<file path="src/rtl/vga_frame_rd_sched_if.sv">
// Handshake bundle between the frame read scheduler, the SDRAM arbiter read port and the display FIFO.
// With VGA_RD_PINGPONG_EN defined the bundle also carries the writer's frame-done strobe and the read bank.
interface vga_frame_rd_sched_if #(
   parameter int ADDR_W = 22,
   parameter int LVL_W  = 11
);
   logic              frame_start;
   logic [LVL_W-1:0]  fifo_level;
   logic              fifo_clr;
   logic              rd_req;
   logic              rd_ack;
   logic [ADDR_W-1:0] rd_addr;
   logic [8:0]        rd_len;
   logic              rd_done;
   logic              frame_done;
   logic              busy;
`ifdef VGA_RD_PINGPONG_EN
   logic              wr_frame_done;
   logic              rd_bank;

   modport master (
      input  frame_start, fifo_level, rd_ack, rd_done, wr_frame_done,
      output fifo_clr, rd_req, rd_addr, rd_len, frame_done, busy, rd_bank
   );
   modport slave (
      output frame_start, fifo_level, rd_ack, rd_done, wr_frame_done,
      input  fifo_clr, rd_req, rd_addr, rd_len, frame_done, busy, rd_bank
   );
`else
   modport master (
      input  frame_start, fifo_level, rd_ack, rd_done,
      output fifo_clr, rd_req, rd_addr, rd_len, frame_done, busy
   );
   modport slave (
      output frame_start, fifo_level, rd_ack, rd_done,
      input  fifo_clr, rd_req, rd_addr, rd_len, frame_done, busy
   );
`endif
endinterface

</file>
<file path="src/rtl/vga_frame_rd_sched.sv">
// Schedules fixed-length SDRAM read bursts that keep the VGA pixel FIFO topped up, restarting at each frame.
// Optional macro VGA_RD_PINGPONG_EN selects between two frame buffer banks fed by a camera writer.
module vga_frame_rd_sched #(
   parameter int          ADDR_W      = 22,
   parameter int unsigned BASE_ADDR   = 0,
   parameter int unsigned BANK_STRIDE = 32'h0010_0000,
   parameter int unsigned FRAME_WORDS = 737280,
   parameter int unsigned BURST_LEN   = 256,
   parameter int unsigned FIFO_DEPTH  = 1024,
   parameter int unsigned FIFO_LOW    = 512,
   parameter int          LVL_W       = 11
) (
   input logic               sclk,
   input logic               s_rst,
   vga_frame_rd_sched_if.master bus
);
   // Never ask for more than the FIFO has room for once it dips below the threshold.
   localparam int unsigned BURST_MAX = (BURST_LEN < FIFO_DEPTH - FIFO_LOW) ? BURST_LEN
                                                                         : FIFO_DEPTH - FIFO_LOW;
   localparam logic [19:0]       BURST_W   = 20'(BURST_MAX);
   localparam logic [ADDR_W-1:0] BANK0     = ADDR_W'(BASE_ADDR);
   localparam logic [ADDR_W-1:0] BANK1     = ADDR_W'(BASE_ADDR + BANK_STRIDE);
   localparam logic [LVL_W-1:0]  LOW_LVL   = LVL_W'(FIFO_LOW);

   typedef enum logic [2:0] {IDLE, FLUSH, FILL, REQ, BURST} state_t;

   state_t            state_reg;
   logic [19:0]       remaining_reg;
   logic              restart_pend_reg;
   logic              fifo_clr_reg;
   logic              rd_req_reg;
   logic              frame_done_reg;
   logic              busy_reg;
   logic [ADDR_W-1:0] rd_addr_reg;
   logic [8:0]        rd_len_reg;
   logic              bank_sel;
   logic [ADDR_W-1:0] frame_base;
   logic              ack_accept;

`ifdef VGA_RD_PINGPONG_EN
   logic wr_bank_reg;
   logic wr_next_reg;
   logic rd_bank_reg;

   // wr_next_reg is the bank the writer is filling; wr_bank_reg the one it finished last.
   always_ff @(posedge sclk or posedge s_rst) begin
      if (s_rst) begin
         wr_bank_reg <= 1'b0;
         wr_next_reg <= 1'b0;
         rd_bank_reg <= 1'b0;
      end else begin
         if (bus.wr_frame_done) begin
            wr_bank_reg <= wr_next_reg;
            wr_next_reg <= ~wr_next_reg;
         end
         if (state_reg == FLUSH) begin
            rd_bank_reg <= wr_bank_reg;
         end
      end
   end

   assign bank_sel    = wr_bank_reg;
   assign bus.rd_bank = rd_bank_reg;
`else
   assign bank_sel = 1'b0;
`endif

   assign frame_base = bank_sel ? BANK1 : BANK0;
   assign ack_accept = bus.rd_ack && rd_req_reg;

   always_ff @(posedge sclk or posedge s_rst) begin
      if (s_rst) begin
         state_reg        <= IDLE;
         remaining_reg    <= '0;
         restart_pend_reg <= 1'b0;
         fifo_clr_reg     <= 1'b0;
         rd_req_reg       <= 1'b0;
         frame_done_reg   <= 1'b0;
         busy_reg         <= 1'b0;
         rd_addr_reg      <= BANK0;
         rd_len_reg       <= '0;
      end else begin
         fifo_clr_reg   <= 1'b0;
         frame_done_reg <= 1'b0;
         case (state_reg)
            IDLE: begin
               if (bus.frame_start) begin
                  state_reg    <= FLUSH;
                  fifo_clr_reg <= 1'b1;
               end
            end
            FLUSH: begin
               remaining_reg <= 20'(FRAME_WORDS);
               rd_addr_reg   <= frame_base;
               state_reg     <= FILL;
            end
            FILL: begin
               if (bus.frame_start) begin
                  state_reg    <= FLUSH;
                  fifo_clr_reg <= 1'b1;
               end else if (remaining_reg == '0) begin
                  state_reg <= IDLE;
               end else if (bus.fifo_level < LOW_LVL) begin
                  rd_len_reg <= (remaining_reg < BURST_W) ? remaining_reg[8:0] : BURST_W[8:0];
                  state_reg  <= REQ;
                  busy_reg   <= 1'b1;
               end
            end
            REQ: begin
               if (ack_accept) begin
                  rd_req_reg <= 1'b0;
                  state_reg  <= BURST;
                  if (bus.frame_start) begin
                     restart_pend_reg <= 1'b1;
                  end
               end else if (bus.frame_start) begin
                  // Not yet accepted, so the request can simply be withdrawn.
                  rd_req_reg   <= 1'b0;
                  busy_reg     <= 1'b0;
                  state_reg    <= FLUSH;
                  fifo_clr_reg <= 1'b1;
               end else begin
                  rd_req_reg <= 1'b1;
               end
            end
            BURST: begin
               if (bus.rd_done) begin
                  rd_addr_reg    <= rd_addr_reg + ADDR_W'(rd_len_reg);
                  remaining_reg  <= remaining_reg - 20'(rd_len_reg);
                  frame_done_reg <= (remaining_reg == 20'(rd_len_reg));
                  busy_reg       <= 1'b0;
                  if (restart_pend_reg || bus.frame_start) begin
                     state_reg        <= FLUSH;
                     fifo_clr_reg     <= 1'b1;
                     restart_pend_reg <= 1'b0;
                  end else begin
                     state_reg <= FILL;
                  end
               end else if (bus.frame_start) begin
                  restart_pend_reg <= 1'b1;
               end
            end
            default: begin
               state_reg <= IDLE;
               busy_reg  <= 1'b0;
               rd_req_reg <= 1'b0;
            end
         endcase
      end
   end

   assign bus.fifo_clr   = fifo_clr_reg;
   assign bus.rd_req     = rd_req_reg;
   assign bus.rd_addr    = rd_addr_reg;
   assign bus.rd_len     = rd_len_reg;
   assign bus.frame_done = frame_done_reg;
   assign bus.busy       = busy_reg;
endmodule

</file>
<file path="src/flat_wrapper.sv">
// flat-port wrapper written by rule: the top's interface ports become plain ports
module vga_frame_rd_sched_flat 
#(
   parameter int          ADDR_W      = 22,
   parameter int unsigned BASE_ADDR   = 0,
   parameter int unsigned BANK_STRIDE = 32'h0010_0000,
   parameter int unsigned FRAME_WORDS = 737280,
   parameter int unsigned BURST_LEN   = 256,
   parameter int unsigned FIFO_DEPTH  = 1024,
   parameter int unsigned FIFO_LOW    = 512,
   parameter int          LVL_W       = 11
)
  (sclk, s_rst, bus_frame_start, bus_fifo_level, bus_rd_ack, bus_rd_done, bus_fifo_clr, bus_rd_req, bus_rd_addr, bus_rd_len, bus_frame_done, bus_busy);
  vga_frame_rd_sched_if #(.ADDR_W(ADDR_W), .LVL_W(LVL_W)) bus_i ();
  input logic sclk;
  input logic s_rst;
  input wire logic [$bits(bus_i.frame_start)-1:0] bus_frame_start;
  input wire logic [$bits(bus_i.fifo_level)-1:0] bus_fifo_level;
  input wire logic [$bits(bus_i.rd_ack)-1:0] bus_rd_ack;
  input wire logic [$bits(bus_i.rd_done)-1:0] bus_rd_done;
  output wire logic [$bits(bus_i.fifo_clr)-1:0] bus_fifo_clr;
  output wire logic [$bits(bus_i.rd_req)-1:0] bus_rd_req;
  output wire logic [$bits(bus_i.rd_addr)-1:0] bus_rd_addr;
  output wire logic [$bits(bus_i.rd_len)-1:0] bus_rd_len;
  output wire logic [$bits(bus_i.frame_done)-1:0] bus_frame_done;
  output wire logic [$bits(bus_i.busy)-1:0] bus_busy;
  assign bus_i.frame_start = bus_frame_start;
  assign bus_i.fifo_level = bus_fifo_level;
  assign bus_i.rd_ack = bus_rd_ack;
  assign bus_i.rd_done = bus_rd_done;
  assign bus_fifo_clr = bus_i.fifo_clr;
  assign bus_rd_req = bus_i.rd_req;
  assign bus_rd_addr = bus_i.rd_addr;
  assign bus_rd_len = bus_i.rd_len;
  assign bus_frame_done = bus_i.frame_done;
  assign bus_busy = bus_i.busy;
  vga_frame_rd_sched #(.ADDR_W(ADDR_W), .BASE_ADDR(BASE_ADDR), .BANK_STRIDE(BANK_STRIDE), .FRAME_WORDS(FRAME_WORDS), .BURST_LEN(BURST_LEN), .FIFO_DEPTH(FIFO_DEPTH), .FIFO_LOW(FIFO_LOW), .LVL_W(LVL_W)) u_core (.sclk(sclk), .s_rst(s_rst), .bus(bus_i));
endmodule
</file>
<file path="config.mk">
export PLATFORM = sky130hd
export DESIGN_NAME = vga_frame_rd_sched_flat
export DESIGN_NICKNAME = d
export VERILOG_FILES = /design/src/rtl/vga_frame_rd_sched_if.sv /design/src/rtl/vga_frame_rd_sched.sv /design/src/flat_wrapper.sv
export SDC_FILE = /design/constraint.sdc
export NUM_CORES = 1
export LEC_CHECK = 0
export ABC_AREA = 1
export ABC_CLOCK_PERIOD_IN_PS = 4300
export CAP_MARGIN = 30
export CORE_MARGIN = 4
export CORE_UTILIZATION = 35
export DETAILED_ROUTE_END_ITERATION = 6
export PLACE_DENSITY = 0.59
export SYNTH_ARGS = -nofsm -noshare
export SYNTH_HDL_FRONTEND = slang
export SYNTH_SLANG_ARGS = --single-unit
</file>
<file path="constraint.sdc">
create_clock -name sclk -period 4.3 [get_ports sclk]
set_input_delay 0.86 -clock sclk [delete_from_list [all_inputs] [get_ports sclk]]
set_output_delay 0.86 -clock sclk [all_outputs]
set_load 0.01 [all_outputs]
</file>
Word level (Yosys, flattened, before mapping)
Cells that the tools add are included.

word-level totals
  output and inout port bits = 35
  word-level logic and storage cells = 79
  bits of input ports = 16
  flip-flop bits (word level) = 59

cells by class
  reductions and logical operators = 14
  eq/ne operators = 14
  add/sub/neg operators = 2
  bitwise operators = 3
  $lt $le $gt $ge = 2
  muxes and demuxes = 35

operators by type and width
  cell                    count
  $pmux W22 S2            1
  $pmux W20 S2            1
  $add A22 B9 Y22         1
  $mux W22                1
  $eq A20 B9 Y1           1
  $logic_not A20 Y1       1
  $lt A20 B9 Y1 const B   1
  $mux W20                1
  $sub A20 B9 Y20         1
  $mux W1                 18
  $mux W3                 6
  $pmux W3 S5             1
  $lt A11 B10 Y1 const B  1
  $ne A2 B2 Y1 const B    5
  $mux W9                 1
  $reduce_and A7 Y1       1
  $eq A3 B2 Y1 const B    2
  $ne A2 B1 Y1 const B    2
  $ne A4 B2 Y1 const B    1
  $pmux W1 S2             2
  $pmux W1 S4             1
  $reduce_and A2 Y1       2
  $reduce_and A4 Y1       1
  $reduce_bool A2 Y1      2
  other kinds (12)        15

Logic depth before layout (Yosys ltp)
Gate-level depths: netlist of run 1.

  depth in word-level cells = 5
  depth in mapped cells = 13
  mapped depth without buffers = 13

Worst setup path before layout of run 1
OpenSTA, ideal clock, no wires.

  path kind = register to register
  from = register u_core.rd_len_reg[0], in the netlist u_core.bus.rd_len[0]
  to = register u_core.rd_addr_reg[12], in the netlist u_core.bus.rd_addr[12]
  library setup time = 119 ps
  path buffers = 0
  data arrival time = 1,788 ps
  setup slack = 2,393 ps
  cell stages (with the launch flop) = 12
  clock period less this slack = 1,907 ps
  cell sequence = dfrtp_1 > ha_1 > inv_1 > fa_1 > inv_1 > nand2_1 > o21ai_0 > nand3b_1 > nand2_1 > nand3_1 > nand2_1 > nor2_1

on the way
  longest elaborated chain between the ends = 3

ends and longest elaborated chain
  element                 RTL line                   text
  from (decl)             vga_frame_rd_sched.sv:35   logic [8:0] rd_len_reg;
  from (signal assigned)  vga_frame_rd_sched.sv:104  rd_len_reg <= (remaining_reg < BURST_W) ? remaining_reg[8:0] : BURST_W[8:0];
  $add A22 B9 Y22         vga_frame_rd_sched.sv:128  rd_addr_reg <= rd_addr_reg + ADDR_W'(rd_len_reg);
  $mux W22                vga_frame_rd_sched.sv:127  if (bus.rd_done) begin
  $pmux W22 S2            vga_frame_rd_sched.sv:85   case (state_reg)
  to (signal assigned)    vga_frame_rd_sched.sv:94   rd_addr_reg <= frame_base;
  to (signal assigned)    vga_frame_rd_sched.sv:128
  to (decl)               vga_frame_rd_sched.sv:34   logic [ADDR_W-1:0] rd_addr_reg;

Every way passes these cells. The select of a mux whose other input is x is not followed.
A chain may end at the register's enable or synchronous reset.

Worst setup path after layout of run 1
  from = input bus_rd_done
  to = register u_core.remaining_reg[18]

on the way
  longest elaborated chain between the ends = 2

ends and longest elaborated chain
  element                      RTL line                   text
  from (decl)                  flat_wrapper.sv:20         input wire logic [$bits(bus_i.rd_done)-1:0] bus_rd_done;
  $ne A2 B2 Y1 (no line)       --
  $reduce_and A2 Y1 (no line)  --
  to (signal assigned)         vga_frame_rd_sched.sv:93   remaining_reg <= 20'(FRAME_WORDS);
  to (signal assigned)         vga_frame_rd_sched.sv:129  remaining_reg <= remaining_reg - 20'(rd_len_reg);
  to (decl)                    vga_frame_rd_sched.sv:28   logic [19:0] remaining_reg;

Every way passes these cells.

==> results of run 1 <==
worst min path at each step:
stage | startpoint | to | slack, ns | cells past startpoint
2_1_floorplan | u_core.remaining_reg[19] | u_core.remaining_reg[19] | 0.47 | 2
3_3_place_gp | u_core.bus.rd_addr[0] | u_core.bus.rd_addr[0] | 0.49 | 2
3_5_place_dp | u_core.bus.rd_addr[0] | u_core.bus.rd_addr[0] | 0.50 | 2
4_1_cts | u_core.bus.rd_addr[0] | u_core.bus.rd_addr[0] | 0.51 | 2
5_1_grt | u_core.remaining_reg[17] | u_core.remaining_reg[17] | 0.53 | 2
6_report | u_core.bus.rd_addr[0] | u_core.bus.rd_addr[0] | 0.51 | 2
power by group through the flow:
| stage | logic [mW] | registers (mW) | clock network [mW] |
|---|---|---|---|
| floorplan | 0.545 | 0.686 | 0 |
| global placement | 0.680 | 0.691 | 0 |
| detailed placement | 0.692 | 0.694 | 0 |
| CTS | 0.694 | 0.686 | 0.742 |
| global route | 0.775 | 0.695 | 0.765 |
| finish | 0.683 | 0.686 | 0.721 |
per-stage QoR:
step / hold WS (ns) / setup slack, ns / instance area [sq um]
after floorplan: 0.473 / 1.98 / 4060
after detailed placement: 0.499 / 1.58 / 4600
after global placement: 0.495 / 1.60 / 4600
final: 0.512 / 1.94 / 4890
after CTS: 0.513 / 1.92 / 4890
after global routing: 0.530 / 1.81 / 4890
per-layer routing:
layer,share of wire,wire length (um),vias to the layer above,track usage
met5,0,0,-,0
met2,0.50,5080,72,0.284
met3,0.040,408,12,0.0334
li1,-,-,1972,-
met1,0.45,4630,1773,0.204
met4,0.013,138,0,0.0541
worst max-delay path, stage by stage:
cell and delay [ns]:
clkdlybuf4s50_1 0.52, nand3_4 0.15, nand2_4 0.27, inv_2 0.27
nor2_4 0.19, nand3_1 0.12, nand2_1 0.08, nand2_1 0.04
nor2_1 0.11
kinds of logic after synthesis:
logic type / after synthesis / share of synthesized area
compound gates: 67 / 0.0893
xor+xnor: 1 / 0.00216
fa+ha+maj: 20 / 0.0653
buf+inv: 94 / 0.0964
flops: 59 / 0.363
simple gates: 347 / 0.384
final cells by class:
type / count / area (sq um)
Clock buffer: 13 / 260
Inverter: 87 / 327
Tap cell: 143 / 179
Sequential cell: 59 / 1480
Clock inverter: 2 / 35.0
Multi-Input combinational cell: 435 / 2200
Fill cell: 1175 / 6480
Timing Repair Buffer: 42 / 418
layout by cell type (no fill, tap or decap), drive strengths merged, types with 10 or more instances in the layout:
master,n
nand4,10
nand2,177
nor2,83
clkbuf,13
o21ai,30
ha,18
dfrtp,59
nand3,60
a21oi,28
clkdlybuf4s50,41
inv,86
==> summary.md, run 1 <==
| Metric | Value |
|---|---|
| Status | `finished, final reports clean` |
| # IOs | `51` |
| Htree depth | `3` |
| Post-route antenna net violation count | `0` |
| Cell area power density | `427 nW/um^2` |
| Vias in the first global route | `3657` |
| Critical Path Start | `bus_rd_done` |
| Routed WL | `10300 um` |
| GRT Total Usage | `0.164` |
| Die Ht | `116 um` |
| CTS Buffer Depth | `2` |
| Number of instances in the placed design | `766` |
| Fmax | `423 MHz` |
| Static Leak | `2.44 nW` |
| Pin count of the biggest net entering global routing | `33` |
| First-pass GRT wire length | `17300 um` |
| Count leader, synth | `nand2_1` |
| Reg2reg start | `u_core.bus.rd_len[0]` |
| Ratio of cells with drive above 1 in the final layout | `0.0596` |
| Post-synthesis instance total | `588` |
| Max reg flops | `22` |
| Antenna cells | `0` |
| Post-synth EDFFs | `0` |
| Die width | `116 um` |
| RSZ-0062 raised after global routing | `false` |
| CP max FO | `22` |
| Async S/R FF share, synth | `1.00` |
| Clk_skew | `0.00278 ns` |
| 1st-pass router iterations | `4` |
| Avg Cell Area, Syn | `6.91 sq um` |
| Min-Delay Path Class | `reg2reg` |
| Post-DP HPWL | `7610 um` |
| Final hold vios | `0` |
| Final max-slew violation count | `0` |
| Setup crit end | `u_core.remaining_reg[18]` |
| Startpoint types | `input port` |
| CP Data Arrival Time | `2.62 ns` |
| Synth Net Count | `624` |
| CTS tree | `done` |
| Peak supply drop | `228 uV` |
| CTS Buf Count | `9` |
| Synth cell count leaders | `nand2_1 (172), inv_1 (85), nor2_1 (76)` |
| Full die area | `13400 sq um` |
| Core area | `11400 sq um` |
| Share of the synthesized area in the top cell type | `0.363` |
| Setup slack, reg-to-reg | `1.94 ns` |
| Finished Layout Cells | `781` |
| Worst Tran Pin Value | `0.596 ns` |
| Starting DRT DRC Count | `264` |
| Nets@finish | `670` |
| GPL Wtd Cong | `0.901` |
| Fin crit share | `0.549` |
| Post-DR vias/cell | `4.90` |
| Net switching power figure | `0.788 mW` |
| Reg2reg path depth | `11` |
| Post-CTS Setup Repair Bufs | `0` |
| R2R Path End | `u_core.bus.rd_addr[20]` |
| Initial antenna violation count | `0` |
| Clock root buffer master | `clkbuf_16` |
| Int Power | `1.30 mW` |
| Number of synthesized register bits | `59` |
| Site row count | `39` |
| Yosys warns | `0` |
| Hold-fix buffers, CTS | `0` |
| Clk slew on worst S/H paths | `0.05 ns` |
| Clock power share | `0.345` |
| Sw Share | `0.377` |
| Post-synth top flop | `dfrtp_1` |
| Worst-Skew Late Latency | `0.33 ns` |
| Gr ovfl total | `0` |
| Resize count post-CTS | `0` |
| Final core occ | `0.430` |
| Max cap viols | `0` |
| Required @ worst endpoint | `4.56 ns` |
| Setup-failing EPs final | `0` |
| Mapped Area | `4060 sq um` |
| Routed via count | `3829` |
| Sequential fraction of the synthesis area | `0.363` |
| Tot Pwr | `2.09 mW` |
| I/O Buffers | `41` |
| Share of total power in combinational logic | `0.327` |
| Num Clock Sinks | `59` |
| Distinct cells, synth | `40` |
| Slew margin rel. | `0.601` |
| Critical path type | `in2reg` |
| Largest cells by area after synthesis | `dfrtp_1 (36%), nand2_1 (16%), inv_1 (7.9%), nand3_1 (7.1%), nor2_1 (7.0%)` |
| DR DRC count | `0` |
| Yosys top cell by area | `dfrtp_1` |
| Wire per inst | `13.1 um` |
| Fin Setup TNS | `0 ns` |
| Initial core utilization | `0.357` |
| CP endpoint kind | `flop` |
| Area growth from synthesis to layout | `20.4%` |
| Reg power frac | `0.328` |
| Crit path time final | `2.36 ns` |
Note: power is estimated with default switching activity, not from simulation.
==> inputs of run 2 (changes only) <==
- ABC_CLOCK_PERIOD_IN_PS: 4300 -> 2100
- PLACE_DENSITY: 0.59 -> 0.61
- clock period: 4.3 -> 2.1 ns (I/O delays scaled with it)
==> run 2 against run 1 <==
  * Sequential cell count unchanged
  * Critical path depth grew 2
  * Sequential power rose by 100%
  * Hold slack got worse by 0.081 ns
  * Cell area up 2.8%
  * Worst setup slack worse by 1.8 ns
  * Register-to-register slack got worse by 1.8 ns
  * Via count rose by 0.65%
  * First-iteration DRC count shrank 8.7%
  * Final cell count grew 1.7%
  * Largest cell class unchanged
  * Highest routed layer unchanged
==> summary.md, run 2 (synthesis gave the netlist of run 1 again) <==
| Metric | Value |
|---|---|
| Post-CTS Setup Repair Bufs | `0` |
| Post-DP HPWL | `7880 um` |
| CTS Buffer Depth | `2` |
| Pin count of the biggest net entering global routing | `26` |
| Routed WL | `10300 um` |
| Vias in the first global route | `3777` |
| Core area | `11400 sq um` |
| Gr ovfl total | `0` |
| Most frequent cells in the layout | `nand2_1 (170), inv_1 (84), nor2_1 (76)` |
| Worst-Skew Late Latency | `0.34 ns` |
| CP endpoint kind | `flop` |
| # IOs | `51` |
| Peak supply drop | `613 uV` |
| RSZ-0062 raised after global routing | `false` |
| CTS tree | `done` |
| Required @ worst endpoint | `2.32 ns` |
| Max cap viols | `0` |
| GPL Wtd Cong | `0.924` |
| Crit path time final | `1.95 ns` |
| Final hold vios | `0` |
| Final max-slew violation count | `0` |
| Nets@finish | `682` |
| Htree depth | `3` |
| Ratio of cells with drive above 1 in the final layout | `0.0845` |
| Post-route antenna net violation count | `0` |
| First-pass GRT wire length | `17600 um` |
| Initial core utilization | `0.357` |
| Commonest non-fill, non-tap cell in the layout | `nand2_1` |
| Max reg flops | `22` |
| Area growth from synthesis to layout | `23.7%` |
| Worst-path cell chain | `ha_1 -> inv_1 -> fa_1 -> inv_1 -> nand2_1 -> o21ai_1 -> nand3b_1 -> nand2_1 -> nand3_1 -> nand2_1 -> nor2_1` |
| Status | `finished, final reports clean` |
| Number of cells on the critical path | `11` |
| Resize count post-CTS | `0` |
| CP max FO | `6` |
| Slew margin rel. | `0.670` |
| Reg2reg start | `u_core.bus.rd_addr[0]` |
| Num Clock Sinks | `59` |
| Min-Delay Path Class | `in2async` |
| Fin Setup TNS | `0 ns` |
| Setup slack, reg-to-reg | `0.15 ns` |
| Worst Tran Pin Value | `0.494 ns` |
| Setup crit end | `u_core.bus.rd_addr[12]` |
| Worst path slowest cell | `dfrtp_1` |
| Cell mode on critical path | `nand2_1` |
| Clk slew on worst S/H paths | `0.05 ns` |
| Site row count | `39` |
| Antenna cells | `0` |
| Reg2reg path depth | `11` |
| Critical Path Start | `u_core.bus.rd_addr[0]` |
| Setup-failing EPs final | `0` |
| Worst path max stage delay | `0.37 ns` |
| 1st-pass router iterations | `4` |
| Clock root buffer master | `clkbuf_16` |
| Cell area power density | `870 nW/um^2` |
| Initial antenna violation count | `0` |
| CP Data Arrival Time | `2.17 ns` |
| Fmax | `513 MHz` |
| CTS Buf Count | `9` |
| Static Leak | `2.51 nW` |
| Die width | `116 um` |
| Hold-fix buffers, CTS | `0` |
| Starting DRT DRC Count | `241` |
| R2R Path End | `u_core.bus.rd_addr[12]` |
| Clk_skew | `0.00877 ns` |
| Final core occ | `0.442` |
| Fin crit share | `0.927` |
| Full die area | `13400 sq um` |
| Critical path type | `reg2reg` |
| DR DRC count | `0` |
| Startpoint types | `flop` |
| Routed via count | `3854` |
| Top delay family on crit path | `simple AND/OR/NAND/NOR gates` |
| Tot Pwr | `4.37 mW` |
| Wire per inst | `13.0 um` |
| Worst path buffer plus inverter count | `2` |
| Post-DR vias/cell | `4.85` |
| GRT Total Usage | `0.168` |
| I/O Buffers | `41` |
| Die Ht | `116 um` |
[run 2: cell types whose count changed in the layout (fill, tap and decap cells not counted), sizes merged]
cell,delta
bufinv,-1
clkbuf,+2
buf,+12
[run 2: routing by layer]
layer  share of wire  wire length (um)  track usage
met4           0.013               131       0.0626
met3           0.042               433       0.0533
met1            0.46              4700        0.200
met2            0.49              5050        0.287
met5               0                 0            0
[run 2: stage by stage]
stage / setup WS (ns) / area (sq um) / instances / hold WS [ns]
2_1_floorplan: 0.193 / 4060 / 588 / 0.473
3_3_place_gp: 0.105 / 4720 / 778 / 0.492
3_5_place_dp: 0.0860 / 4720 / 778 / 0.502
4_1_cts: 0.0603 / 5020 / 794 / 0.436
5_1_grt: 0.00692 / 5030 / 794 / 0.462
6_report: 0.152 / 5030 / 794 / 0.431
[run 2: layout make-up]
type	count	area, sq um
Fill cell	1195	6340
Multi-Input combinational cell	435	2210
Sequential cell	59	1480
Timing Repair Buffer	54	546
Inverter	87	327
Clock buffer	15	288
Tap cell	143	179
Clock inverter	1	5.00
[run 2: power by group]
group / switching [mW] / internal, mW / leakage [nW]
clock network: 0.519 / 0.926 / 0.146
registers: 0.139 / 1.26 / 0.791
logic: 0.997 / 0.532 / 1.58
total: 1.66 / 2.72 / 2.51
[run 2: worst min-delay path by stage]
stage | endpoint | slack [ns] | depth (start not counted)
after floorplan | u_core.remaining_reg[19] | 0.47 | 2
after global placement | u_core.bus.rd_addr[0] | 0.49 | 2
after detailed placement | u_core.bus.rd_addr[0] | 0.50 | 2
after CTS | u_core.bus.rd_addr[8] | 0.44 | 2
after global routing | u_core.bus.rd_addr[11] | 0.46 | 2
final | u_core.bus.rd_addr[8] | 0.43 | 2
[run 2: worst register-to-register path: cells and delay by family (launching register included)]
kind	cells	cell delay, ns
AND/OR/NAND/NOR	6	0.60
adder cells (fa/ha/maj)	2	0.54
AO/OA/AOI/OAI	1	0.20
buffers and inverters	2	0.15
flip-flops	1	0.37
